**config.mk**
```make
export PLATFORM = sky130hd
export DESIGN_NAME = lvds_video_timing_ctrl
export DESIGN_NICKNAME = d
export VERILOG_FILES = /design/src/rtl/lvds_video_timing_ctrl.sv
export SDC_FILE = /design/constraint.sdc
export NUM_CORES = 1
export LEC_CHECK = 0
export CAP_MARGIN = 20
export CORE_ASPECT_RATIO = 1.2
export CORE_MARGIN = 3
export CORE_UTILIZATION = 45
export DETAILED_ROUTE_END_ITERATION = 16
export PLACE_DENSITY = 0.75
export SLEW_MARGIN = 20
export SYNTH_ARGS = -nofsm -noshare
export SYNTH_HDL_FRONTEND = slang
export SYNTH_SLANG_ARGS = --single-unit
```
**constraint.sdc**
```tcl
create_clock -name clk -period 2.2 [get_ports clk]
set_input_delay 0.33 -clock clk [delete_from_list [all_inputs] [get_ports clk]]
set_output_delay 0.33 -clock clk [all_outputs]
set_load 0.01 [all_outputs]
```
**src/rtl/lvds_video_timing_ctrl.sv**
```systemverilog
// ---------------------------------------------------------------------------
// lvds_video_timing_ctrl
//   Raster timing generator and pixel pump for the LVDS transmitter. It runs
//   entirely in the DotClock domain. It starts and stops only on frame
//   boundaries, so the panel never sees a partial frame.
//
// Ports
//   clk           DotClock; all logic runs on the rising edge
//   rst           asynchronous reset, active low
//   enable        level request to run video
//   pix_valid     upstream pixel available
//   pix_data      {R,G,B} from the upstream frame source
//   pix_ready     combinational; the pixel is consumed this cycle when valid
//   HSync/VSync   sync outputs to the transmitter, polarity set by *_POL
//   DataEnable    high for active pixels
//   Red/Green/Blue  registered pixel colour (0 in blanking and on underflow)
//   frame_start   one-cycle pulse on the first DataEnable of each frame
//   underflow     sticky flag: an active slot arrived with no valid pixel
//   underflow_clr clears underflow; a new miss in the same cycle wins
//   busy          controller is not idle
// ---------------------------------------------------------------------------
module lvds_video_timing_ctrl #(
    parameter int H_ACTIVE = 800,
    parameter int H_FP     = 40,
    parameter int H_SYNC   = 128,
    parameter int H_BP     = 88,
    parameter int V_ACTIVE = 480,
    parameter int V_FP     = 1,
    parameter int V_SYNC   = 3,
    parameter int V_BP     = 21,
    parameter bit HS_POL   = 1'b0,
    parameter bit VS_POL   = 1'b0
) (
    input  logic        clk,
    input  logic        rst,
    input  logic        enable,
    input  logic        pix_valid,
    input  logic [23:0] pix_data,
    output logic        pix_ready,
    output logic        HSync,
    output logic        VSync,
    output logic        DataEnable,
    output logic [7:0]  Red,
    output logic [7:0]  Green,
    output logic [7:0]  Blue,
    output logic        frame_start,
    output logic        underflow,
    input  logic        underflow_clr,
    output logic        busy
);

    localparam int H_TOTAL = H_ACTIVE + H_FP + H_SYNC + H_BP;
    localparam int V_TOTAL = V_ACTIVE + V_FP + V_SYNC + V_BP;
    localparam int HW      = $clog2(H_TOTAL);
    localparam int VW      = $clog2(V_TOTAL);

    // The zone bounds use one extra bit, because the sync end can equal the
    // total when the back porch is zero.
    localparam logic [HW-1:0] H_LAST   = HW'(H_TOTAL - 1);
    localparam logic [VW-1:0] V_LAST   = VW'(V_TOTAL - 1);
    localparam logic [HW:0]   H_ACT_E  = (HW+1)'(H_ACTIVE);
    localparam logic [VW:0]   V_ACT_E  = (VW+1)'(V_ACTIVE);
    localparam logic [HW:0]   HS_BEG   = (HW+1)'(H_ACTIVE + H_FP);
    localparam logic [HW:0]   HS_END   = (HW+1)'(H_ACTIVE + H_FP + H_SYNC);
    localparam logic [VW:0]   VS_BEG   = (VW+1)'(V_ACTIVE + V_FP);
    localparam logic [VW:0]   VS_END   = (VW+1)'(V_ACTIVE + V_FP + V_SYNC);

    typedef enum logic [1:0] {
        IDLE      = 2'd0,
        RUN       = 2'd1,
        STOP_PEND = 2'd2
    } state_t;

    typedef struct packed {
        logic [7:0] r;
        logic [7:0] g;
        logic [7:0] b;
    } rgb_t;

    state_t        state_q, state_d;
    logic [HW-1:0] h_cnt;
    logic [VW-1:0] v_cnt;
    logic          running;
    logic          frame_end;
    logic          active;
    logic          hs_zone;
    logic          vs_zone;
    rgb_t          rgb_q;

    assign running   = (state_q != IDLE);
    assign frame_end = (h_cnt == H_LAST) && (v_cnt == V_LAST);
    assign active    = running && ({1'b0, h_cnt} < H_ACT_E) && ({1'b0, v_cnt} < V_ACT_E);
    assign hs_zone   = ({1'b0, h_cnt} >= HS_BEG) && ({1'b0, h_cnt} < HS_END);
    assign vs_zone   = ({1'b0, v_cnt} >= VS_BEG) && ({1'b0, v_cnt} < VS_END);

    assign pix_ready = active;
    assign busy      = running;
    assign Red       = rgb_q.r;
    assign Green     = rgb_q.g;
    assign Blue      = rgb_q.b;

    // ---------------- control FSM ----------------
    always_ff @(posedge clk or negedge rst) begin
        if (!rst) state_q <= IDLE;
        else      state_q <= state_d;
    end

    always_comb begin
        state_d = state_q;
        case (state_q)
            IDLE:      if (enable) state_d = RUN;
            RUN:       if (!enable) state_d = STOP_PEND;
            // Re-enabling only clears the pending stop. The counters keep
            // running, so the raster is not disturbed.
            STOP_PEND: begin
                if (enable)         state_d = RUN;
                else if (frame_end) state_d = IDLE;
            end
            default:   state_d = IDLE;
        endcase
    end

    // ---------------- raster counters ----------------
    // The counters are held at the origin while idle, so the first running
    // cycle is pixel (0,0).
    always_ff @(posedge clk or negedge rst) begin
        if (!rst) begin
            h_cnt <= '0;
            v_cnt <= '0;
        end else if (!running) begin
            h_cnt <= '0;
            v_cnt <= '0;
        end else if (h_cnt == H_LAST) begin
            h_cnt <= '0;
            v_cnt <= (v_cnt == V_LAST) ? '0 : v_cnt + VW'(1);
        end else begin
            h_cnt <= h_cnt + HW'(1);
        end
    end

    // ---------------- registered outputs (one-clock latency) ----------------
    always_ff @(posedge clk or negedge rst) begin
        if (!rst) begin
            HSync       <= ~HS_POL;
            VSync       <= ~VS_POL;
            DataEnable  <= 1'b0;
            rgb_q       <= '0;
            frame_start <= 1'b0;
            underflow   <= 1'b0;
        end else begin
            HSync       <= (running && hs_zone) ? HS_POL : ~HS_POL;
            VSync       <= (running && vs_zone) ? VS_POL : ~VS_POL;
            DataEnable  <= active;
            rgb_q       <= (active && pix_valid) ? rgb_t'(pix_data) : '0;
            frame_start <= running && (h_cnt == '0) && (v_cnt == '0);
            // A fresh miss takes priority over a clear in the same cycle.
            if (active && !pix_valid) underflow <= 1'b1;
            else if (underflow_clr)   underflow <= 1'b0;
        end
    end

endmodule

```
# Word level (Yosys, flattened, before mapping)
# Cells that the tools add are included.
# Widths: inputs -> output; s select.
# totals
register_bits,51
in_bits,29
output_inout_bits,31
word_cells,60
# classes
addsub,2
order_cmp,6
eq_ne,8
muxes,15
n_reduce_logical,18
# ops
cell,n
$mux 9,3
$mux 24,1
$lt 11x10->1 const B,2
$mux 11,2
$lt 9x9->1 const B,2
$add 11x1->11 const B,1
$eq 11x11->1 const B,1
$ge 11x10->1 const B,1
$logic_and 1x1->1,11
$logic_not 11->1,1
$add 9x1->9 const B,1
$eq 9x9->1 const B,1
$ge 9x9->1 const B,1
$logic_not 9->1,1
$mux 2,4
$pmux 2 s3,1
$mux 1,4
$ne 2x2->1 const B,2
$reduce_bool 2->1,2
$ne 3x3->1 const B,1
$reduce_and 3->1,1
$eq 2x1->1 const B,1
$eq 2x2->1 const B,1
$logic_not 2->1,1
other kinds (2),2

# Logic depth before layout (Yosys ltp)
# Gate-level depths: netlist (run 1).
# logic_depth
depth_word,5
ltp_mapped,6
depth_no_buf,6

# Least setup slack after synthesis (run 1)
# No wires, ideal clock.
# synth_path
kind,register to register
startpoint,register h_cnt[7]
endpoint,register v_cnt[5]
t_arrival_ns,1.858
required_ns,2.089
setup_slack_ns,0.230
stages_incl_launch_ff,5
n_path_buf,1
period_less_slack_ns,1.970
path_cell_list,dfrtp_1 -> or3_4 -> or4_4 -> buf_6 -> a2111oi_2
# synth_between
elab_chain_cells,2
# synth_lines
element,line_no,text
from (decl),81,logic [HW-1:0] h_cnt;
from (signal assigned),137,h_cnt <= h_cnt + HW'(1);
$eq 11x11->1,133,end else if (h_cnt == H_LAST) begin
$ne 2x1->1 (no line),n/a,
to (signal assigned),135,v_cnt <= (v_cnt == V_LAST) ? '0 : v_cnt + VW'(1);
to (decl),82,logic [VW-1:0] v_cnt;
# Every way passes these cells.
# A chain may end at the register's enable or synchronous reset.

# Worst setup path in the final report (run 1)
# layout_path
startpoint,register state_q[1]
endpoint,output port busy
# layout_between
elab_chain_cells,1
# layout_lines
element,line_no,text
from (decl),80,"state_t state_q, state_d;"
from (signal assigned),105,else state_q <= state_d;
$reduce_bool 2->1,90,assign running = (state_q != IDLE);
to (decl),49,output logic busy
# Every way passes these cells.

==> results of run 1 <==
## power by group through the flow
stage / logic (mW) / clock network [mW] / registers, mW
after floorplan: 0.102 / 0 / 1.04
after global placement: 0.288 / 0 / 1.03
after detailed placement: 0.291 / 0 / 1.03
after CTS: 0.292 / 0.565 / 1.01
after global routing: 0.316 / 0.606 / 1.02
final: 0.284 / 0.547 / 1.01
## state kept, by name (all words and copies together), names as in the netlist
register	cells
Green	8
VSync	1
HSync	1
state_q	2
DataEnable	1
v_cnt	9
underflow	1
Blue	8
Red	8
h_cnt	11
frame_start	1
## cell usage in the layout, fill, tap and decap left out, types with 3 or more instances in the layout
cell type,instances
clkdlybuf4s50_1,57
dfrtp_1,49
and3_1,28
nor2_1,14
inv_1,9
nand3_1,7
o21ai_0,7
buf_4,7
nand2_1,6
nand4_1,5
xor2_1,5
a21oi_1,5
ha_1,5
clkbuf_8,5
nor4_1,4
nor3_1,4
and4_1,3
xnor2_1,3
a22o_1,3
## Yosys cell counts, types with 2 or more instances
cell / instances / area share
ha_1: 5 / 0.028
and4_1: 3 / 0.012
and3_1: 28 / 0.078
o21ai_0: 7 / 0.016
a21o_1: 2 / 0.0066
a21oi_1: 5 / 0.011
and2_1: 2 / 0.0055
dfrtp_1: 49 / 0.54
xor2_1: 5 / 0.019
nor4_1: 4 / 0.011
nor3_1: 4 / 0.0089
inv_1: 9 / 0.015
a22o_1: 3 / 0.012
clkbuf_1: 5 / 0.0083
nand3_1: 7 / 0.016
or3_1: 2 / 0.0055
buf_6: 3 / 0.015
dfstp_2: 2 / 0.023
xnor2_1: 3 / 0.012
nand4_1: 5 / 0.014
nor2_1: 14 / 0.023
nand2_1: 6 / 0.010
## kinds of logic after synthesis
kind of cell / Yosys count / share of synthesized area
AND/OR/NAND/NOR: 87 / 0.232
flip-flops: 51 / 0.567
AO/OA/AOI/OAI: 27 / 0.0998
buffers and inverters: 17 / 0.0382
XOR/XNOR: 8 / 0.0310
adder cells (fa/ha/maj): 5 / 0.0277
multiplexers: 1 / 0.00499
## final cells by class
type                       count  area, um2
fill                         383       1710
clock buffer                   5       68.8
tap                           58       72.6
clock inverter                 3       22.5
sequential                    51       1280
timing repair buffer          67        653
multi-input combinational    128        892
inverter                       9       33.8
## how the worst min path moves through the flow
stage,end,startpoint
floorplan,Blue[0],rst
global placement,Red[6],rst
detailed placement,Red[6],rst
CTS,h_cnt[7],rst
global route,h_cnt[7],rst
finish,v_cnt[6],rst
## timing repair
item	in CTS	in global routing
endpoints found under the setup margin	1	1
gates cloned	0	0
pin swaps	0	0
resized for setup	1	2
## worst register-to-register path: stages (launching register included)
cell and delay [ns]:
dfrtp_1 0.41, ha_1 0.23, nand3_1 0.26, or4_4 0.64, nor3_1 0.28, a2111oi_2 0.08
## metal layers
metal,vias up,global-route usage,share of wire
li1,832,-,-
met1,823,0.199,0.39
met2,68,0.282,0.48
met3,4,0.0976,0.12
met4,0,0.0444,0.0074
met5,-,0,0
==> flow_metrics.env, run 1 <==
export IMPL_clock_root_buffer="clkbuf_8"
export IMPL_p_sw_mw=0.470
export IMPL_cts_buffers=5
export IMPL_status="finished with violations"
export IMPL_rrSetupSlack_ns=0.19
export IMPL_combPwrFrac=0.154
export IMPL_r2r_end="v_cnt[5]"
export IMPL_power_mw=1.84
export IMPL_grt_overflow_total=0
export IMPL_p_sw_frac=0.255
export IMPL_start_kind="register"
export IMPL_grt_pass1_vias=1825
export IMPL_endpoint="busy"
export IMPL_gp_congestion=0.851
export IMPL_whs_ns=-0.0109
export IMPL_hold_buffers=0
export IMPL_setup_viol=0
export IMPL_post_route_period_util=0.921
export IMPL_max_freq_mhz=494
export IMPL_crit_arrival_ns=1.70
export IMPL_core_um2=4730
export IMPL_ys_ff_latch=51
export IMPL_nets=296
export IMPL_cp_startpoint="state_q[1]"
export IMPL_ys_seq_area_frac=0.567
export IMPL_ant_nets=0
export IMPL_clock_skew_ns=0.00911
export IMPL_drive_gt1_frac=0.114
export IMPL_netlist_area_um2=2260
export IMPL_wl_per_cell_um=14.7
export IMPL_area_growth_pct=33.9
export IMPL_seq_power_share=0.549
export IMPL_crit_type="register to output port"
export IMPL_antenna_cells=0
export IMPL_ys_warn_count=0
export IMPL_first_iter_violations=161
export IMPL_portBuffers=59
export IMPL_slowest_delay_ns=0.52
export IMPL_drc=0
export IMPL_ios=60
export IMPL_p_leak_nw=1.41
export IMPL_vias=1727
export IMPL_dieArea_um2=5900
export IMPL_synth_cells=196
export IMPL_r2r_start="h_cnt[0]"
export IMPL_peakVddDrop_mv=0.449
export IMPL_crit_chain="nor2_1, inv_1, clkdlybuf4s50_1"
export IMPL_violations="hold timing"
export IMPL_synth_flop_cell="dfrtp_1"
export IMPL_pwr_share_clk=0.296
export IMPL_dp_cells=313
export IMPL_fin_ws_ns=0.174
export IMPL_tns_ns=0
export IMPL_grt_first_pass_wirelength_mm=8.25
export IMPL_final_area_um2=3020
export IMPL_worstPathMaxFanout=5
export IMPL_cts_tree="yes"
export IMPL_post_cts_buffers=0
export IMPL_die_y_um=83.6
export IMPL_antenna_found_initial=0
export IMPL_final_core_utilization=0.639
export IMPL_cp_end_kind="output port"
export IMPL_cts_clk_slew_worst_paths_ns=0.10
export IMPL_die_w_um=70.7
export IMPL_finalHoldViolCount=13
export IMPL_htree_levels=2
export IMPL_rsz0062_at_grt="false"
export IMPL_place_ws_ns=0.126
export IMPL_crit_family="buffers and inverters"
export IMPL_initial_core_util=0.477
export IMPL_drv_slew=0
export IMPL_internal_power_mw=1.37
export IMPL_syn_area_per_cell_um2=11.5
export IMPL_ff2ff_path_depth=5
export IMPL_slew_headroom=0.609
export IMPL_placementRows=27
export IMPL_cp_depth=3
export IMPL_clk_latency_ns=0.30
export IMPL_synth_edf_count=0
export IMPL_cap_violations=0
export IMPL_cpMaxStageDelayCell="clkdlybuf4s50_1"
export IMPL_synth_net_count=230
export IMPL_cp_buffers_inverters=2
export IMPL_grt_max_degree=30
export IMPL_drtPass1Iterations=4
export IMPL_min_period_ns=2.03
export IMPL_hold_class="input pin to async pin"
export IMPL_totalWireLength_mm=4.72
export IMPL_power_density_nw_per_um2=610
export IMPL_finalNonFillerCells=321
export IMPL_routed_via_density=5.38
export IMPL_critPathRequiredTime_ns=1.87
export IMPL_dpl_cell_area_um2=2940
export IMPL_hpwlAfterDp_mm=3.55
export IMPL_cts_buffer_depth=2
export IMPL_grt_usage=0.174
export IMPL_tightest_slew_ns=0.584
export IMPL_cts_sinks=51
export IMPL_synth_cell_types=45
export IMPL_synthArstFlopShare=1.00
No activity file was read; power rests on OpenSTA's default activity.
==> run 2, diff against run 1 <==
--- a/config.mk
+++ b/config.mk
@@ -9,6 +9,7 @@
 export CORE_ASPECT_RATIO = 1.2
 export CORE_MARGIN = 3
 export CORE_UTILIZATION = 45
+export CTS_CLUSTER_DIAMETER = 60
 export DETAILED_ROUTE_END_ITERATION = 16
 export PLACE_DENSITY = 0.75
 export SLEW_MARGIN = 20
==> results of run 2 <==
The final DEF is identical to that of run 1; final timing and power are the same.
==> run 3, diff against run 2 <==
--- a/config.mk
+++ b/config.mk
@@ -10,6 +10,7 @@
 export CORE_MARGIN = 3
 export CORE_UTILIZATION = 45
 export CTS_CLUSTER_DIAMETER = 60
+export CTS_CLUSTER_SIZE = 16
 export DETAILED_ROUTE_END_ITERATION = 16
 export PLACE_DENSITY = 0.75
 export SLEW_MARGIN = 20
==> results of run 3 <==
The final DEF is identical to that of run 1; final timing and power are the same.
